**src/rtl/ifu_fetch.sv**
```systemverilog
// ifu_fetch: instruction fetch unit. Owns the PC, issues one instruction-memory
// request at a time, hands the fetched word and its PC to decode over a
// valid/ready handshake, and squashes wrong-path fetches on redirect.
// Optional build macro: IFU_ALIGN_CHECK_EN. When it is defined, a misaligned PC
// produces a fault instruction without issuing a memory request.
module ifu_fetch #(
  parameter logic [31:0] RESET_PC = 32'h8000_0000,
  parameter int unsigned PC_STEP  = 4
) (
  input  logic        clk,
  input  logic        rst_n,
  input  logic        redirect_valid,
  input  logic [31:0] redirect_pc,
  output logic        imem_req_valid,
  input  logic        imem_req_ready,
  output logic [31:0] imem_req_addr,
  input  logic        imem_rsp_valid,
  input  logic [31:0] imem_rsp_data,
  input  logic        imem_rsp_err,
  output logic        inst_valid,
  input  logic        inst_ready,
  output logic [31:0] inst,
  output logic [31:0] inst_pc,
  output logic        inst_fault
);

  localparam int unsigned XLEN = 32;

  typedef enum logic [1:0] {
    IDLE = 2'd0,
    REQ  = 2'd1,
    WAIT = 2'd2,
    OUT  = 2'd3
  } state_t;

  state_t            state_q;
  logic [XLEN-1:0]   pc_q;
  logic              kill_q;
  logic [XLEN-1:0]   inst_q;
  logic [XLEN-1:0]   inst_pc_q;
  logic              inst_fault_q;
  logic              misalign_c;
  logic              req_fire_c;
  logic              out_fire_c;

  // Misaligned-PC detection, only present when the alignment check is built in
`ifdef IFU_ALIGN_CHECK_EN
  assign misalign_c = (pc_q[1:0] != 2'b00);
`else
  assign misalign_c = 1'b0;
`endif

  // Output decode; inst_valid is gated by redirect so no transfer completes in a redirect cycle
  assign imem_req_valid = (state_q == REQ) && !misalign_c;
  assign imem_req_addr  = pc_q;
  assign inst_valid     = (state_q == OUT) && !redirect_valid;
  assign inst           = inst_q;
  assign inst_pc        = inst_pc_q;
  assign inst_fault     = inst_fault_q;
  assign req_fire_c     = imem_req_valid && imem_req_ready;
  assign out_fire_c     = inst_valid && inst_ready;

  // Fetch FSM with PC, kill flag and the instruction holding registers
  always_ff @(posedge clk or negedge rst_n) begin
    if (!rst_n) begin
      state_q      <= IDLE;
      pc_q         <= RESET_PC;
      kill_q       <= 1'b0;
      inst_q       <= '0;
      inst_pc_q    <= RESET_PC;
      inst_fault_q <= 1'b0;
    end else begin
      case (state_q)
        IDLE: begin
          if (redirect_valid) begin
            pc_q <= redirect_pc;
          end else begin
            state_q <= REQ;
          end
        end
        REQ: begin
          if (redirect_valid) begin
            pc_q <= redirect_pc;
          end
          if (req_fire_c) begin
            // A request accepted alongside a redirect is stale; its response gets dropped
            state_q <= WAIT;
            kill_q  <= redirect_valid;
          end else if (misalign_c && !redirect_valid) begin
            state_q      <= OUT;
            inst_q       <= '0;
            inst_pc_q    <= pc_q;
            inst_fault_q <= 1'b1;
          end
        end
        WAIT: begin
          if (redirect_valid) begin
            pc_q <= redirect_pc;
          end
          if (imem_rsp_valid) begin
            kill_q <= 1'b0;
            if (kill_q || redirect_valid) begin
              state_q <= REQ;
            end else begin
              state_q      <= OUT;
              inst_q       <= imem_rsp_data;
              inst_pc_q    <= pc_q;
              inst_fault_q <= imem_rsp_err;
            end
          end else if (redirect_valid) begin
            kill_q <= 1'b1;
          end
        end
        OUT: begin
          if (redirect_valid) begin
            pc_q    <= redirect_pc;
            state_q <= REQ;
          end else if (out_fire_c) begin
            pc_q    <= pc_q + XLEN'(PC_STEP);
            state_q <= REQ;
          end
        end
        default: begin
          state_q <= IDLE;
        end
      endcase
    end
  end

endmodule

```
**config.mk**
```make
export PLATFORM = sky130hd
export DESIGN_NAME = ifu_fetch
export DESIGN_NICKNAME = d
export VERILOG_FILES = /design/src/rtl/ifu_fetch.sv
export SDC_FILE = /design/constraint.sdc
export NUM_CORES = 1
export LEC_CHECK = 0
export ABC_AREA = 1
export CAP_MARGIN = 30
export CORE_MARGIN = 1
export CORE_UTILIZATION = 30
export CTS_CLUSTER_DIAMETER = 40
export DETAILED_ROUTE_END_ITERATION = 10
export GPL_ROUTABILITY_DRIVEN = 0
export PLACE_DENSITY_LB_ADDON = 0.25
export SLEW_MARGIN = 20
export SYNTH_ARGS = -nofsm -noshare
export SYNTH_HDL_FRONTEND = slang
export SYNTH_SLANG_ARGS = --single-unit
```
**constraint.sdc**
```tcl
create_clock -name clk -period 4.6 [get_ports clk]
set_clock_uncertainty 0.2 [all_clocks]
set_input_delay 0.92 -clock clk [delete_from_list [all_inputs] [get_ports clk]]
set_output_delay 0.92 -clock clk [all_outputs]
set_load 0.01 [all_outputs]
```
==> flow_summary_export.csv <==
group,metric,value,unit
run_status,status,"finished, final reports clean",
finish,syn2layout_area_growth,44.3,%
clock_tree,cts_resized,0,
timing,fin_ws,1.18,ns
floorplan,core-area,16100,um2
job,maxCapViolations,0,
clock_tree,cts_setup_buffers,0,
synthesis,synth_cells,611,
finish,fin_nets,853,
floorplan,rows,46,
worst_setup_path,end_kind,"output pin",
min_path,hold_path_class,"in2async",
power_and_ir_drop,leakage,0.00317,uW
route,post_drt_wl_per_cell,14.6,um
clock_tree,insertion_delay,0.36,ns
synthesis,yosysUniqueCellTypes,28,
route,drt_iter0_drc,301,
finish,diodes,0,
worst_setup_path,worstPathMaxFanout,7,
route,dr.pass1.iters,6,
power_and_ir_drop,ir_drop,245,uV
global_routing,grt_pass1_wl,23200,um
synthesis,synth_top_area_share,49.3,%
finish,drive_above_1_share,8.58,%
worst_setup_path,required,3.48,ns
synthesis,syn-num-nets,688,
timing,hold_violations,0,
worst_setup_path,worstPathArrival,2.30,ns
global_routing,grt.total_usage,18.0,%
global_routing,grt_max_degree,62,
worst_setup_path,cp-start-kind,"primary input",
timing,period_share,74.5,%
clock_tree,clockBufferDepth,2,
worst_setup_path,critPathKind,"in2out",
timing,drv_slew,0,
route,drc_errors,0,
clock_tree,cts_buffers,9,
clock_tree,clk_pin_slew_worst_paths,0.07,ns
global_routing,overflow,0,
timing,fin_tns_setup,0,ns
clock_tree,root_buffer,"clkbuf_16",
finish,finish.utilization,44.7,%
floorplan,die_area,17100,um2
synthesis,yosysSeqAreaShare,50.4,%
route,drt_wl_total,14500,um
timing,relSlewSlack,47.3,%
clock_tree,cts_hold_buf,0,
clock_tree,cts_max_level,3,
power_and_ir_drop,power,3920,uW
route,drt-met1-wl,6530,um
route,dr_wl_met3,776,um
global_routing,grt_pass1_vias,4387,
route,via_per_inst,4.54,
clock_tree,clkSinkCount,100,
floorplan,initial_utilization,31.0,%
synthesis,yosysWarnings,0,
power_and_ir_drop,p_per_area,547,nW/um2
synthesis,syn_avg_cell_area,8.14,um2
synthesis,synthTopCellsByArea,"dfrtp_1, nand2_1, mux2_2",
timing,finalSetupViolations,0,
timing,worstMarginPinSlew,0.790,ns
global_routing,antenna_found_initial,1,
placed_design,dpl.hpwl,10900,um
floorplan,num_io_pins,170,
floorplan,die_y,131,um
finish,nFillCells,1621,
synthesis,synth_seq_cells,100,
route,antenna_left,0,
synthesis,synth_area,4970,um2
timing,timing.fmax,0.292,GHz
placed_design,pre_cts_slack,1.17,ns
floorplan,die_w,131,um
clock_tree,tritoncts,"done",
route,wl_met2,7040,um
synthesis,yosysTopAreaCell,"dfrtp_1",
timing,min_period,3.42,ns
route,top_layer,"met5",
placed_design,io_buffers,169,
route,num_vias,4529,
timing,rsz0062_at_grt,"false",
cell families after synthesis:
group,synth area share (%)
AND/OR/NAND/NOR,25.5
flip-flops,50.4
AO/OA/AOI/OAI,7.95
buffers and inverters,6.19
multiplexers,7.92
adder cells (fa/ha/maj),1.51
XOR/XNOR,0.528
critical path: stages:
cell and delay (ns):
clkdlybuf4s50_1 0.56, nor2_4 0.25, clkdlybuf4s50_1 0.57
worst paths after layout:
path / startpoint / end / slack [ns] / cells past startpoint
worst max-delay path: redirect_valid / inst_valid / 1.18 / 3
worst min-delay path: rst_n / inst[21] / 0.26 / 1
worst max register to register: state_q[1] / imem_req_addr[2] / 2.14 / 9
worst min register to register: imem_req_addr[31] / imem_req_addr[31] / 0.29 / 2
max in group asynchronous: rst_n / inst_pc[18] / 3.09 / 3
min in group clk: imem_req_addr[31] / imem_req_addr[31] / 0.29 / 2
per-stage QoR:
stage / instances / hold WS [ns] / area (um2)
finish: 997 / 0.263 / 7180
global route: 997 / 0.272 / 7180
CTS: 997 / 0.266 / 7180
detailed placement: 981 / 0.276 / 6900
global placement: 980 / 0.268 / 6870
floorplan: 611 / 0.266 / 4970
report_power, final:
part / switching [uW] / leakage [uW] / internal [uW]
registers: 282 / 0.00125 / 1230
logic: 771 / 0.00179 / 919
clock network: 351 / 0.000128 / 369
registers in the layout, indices dropped and copies added (netlist names):
register and flops:
inst_pc 32, inst 32, state_q 2, imem_req_addr 32, kill_q 1, inst_fault 1
Yosys cell counts:
cell type	count
dfrtp_1	98
o21ai_1	4
nor3_1	1
a32o_1	1
o22ai_1	6
mux2_2	35
nand4_1	2
ha_1	6
nand2_1	182
nor2_1	92
xor2_1	3
nand3_2	1
o21ai_0	52
inv_2	1
a22oi_1	1
o21ai_2	1
clkbuf_1	6
inv_1	51
nand2_2	1
a21oi_1	9
nor2_4	1
buf_4	4
nand3_1	35
nor2_2	1
buf_2	12
a31oi_1	1
dfstp_2	2
nand3b_1	2
layout make-up:
class,instances,area [um2],area share [%]
Clock buffer,9,225,3.14
Inverter,52,195,2.72
Tap cell,216,270,3.77
Sequential cell,100,2500,34.9
Timing Repair Buffer,176,1760,24.6
Clock inverter,7,50.0,0.697
Multi-Input combinational cell,437,2170,30.2
cells in the final DEF, fill, tap and decap left out, types with 2 or more instances in the layout:
cell	n
buf_4	7
nor2_1	92
nand3_1	35
inv_6	2
o22ai_1	6
nand2_1	182
o21ai_0	52
dfrtp_1	98
inv_1	51
nand4_1	2
o21ai_1	4
clkinv_2	2
nand3b_1	2
mux2_2	35
a21oi_1	9
xor2_1	3
dfstp_2	2
clkdlybuf4s50_1	168
clkbuf_16	9
clkinvlp_4	3
ha_1	6
per-layer routing:
layer	GRT usage, %	up-vias
met5	0	-
met4	4.73	2
met3	5.01	13
met2	30.3	108
met1	22.7	2127
li1	-	2279
No activity file was read; power rests on OpenSTA's default activity.
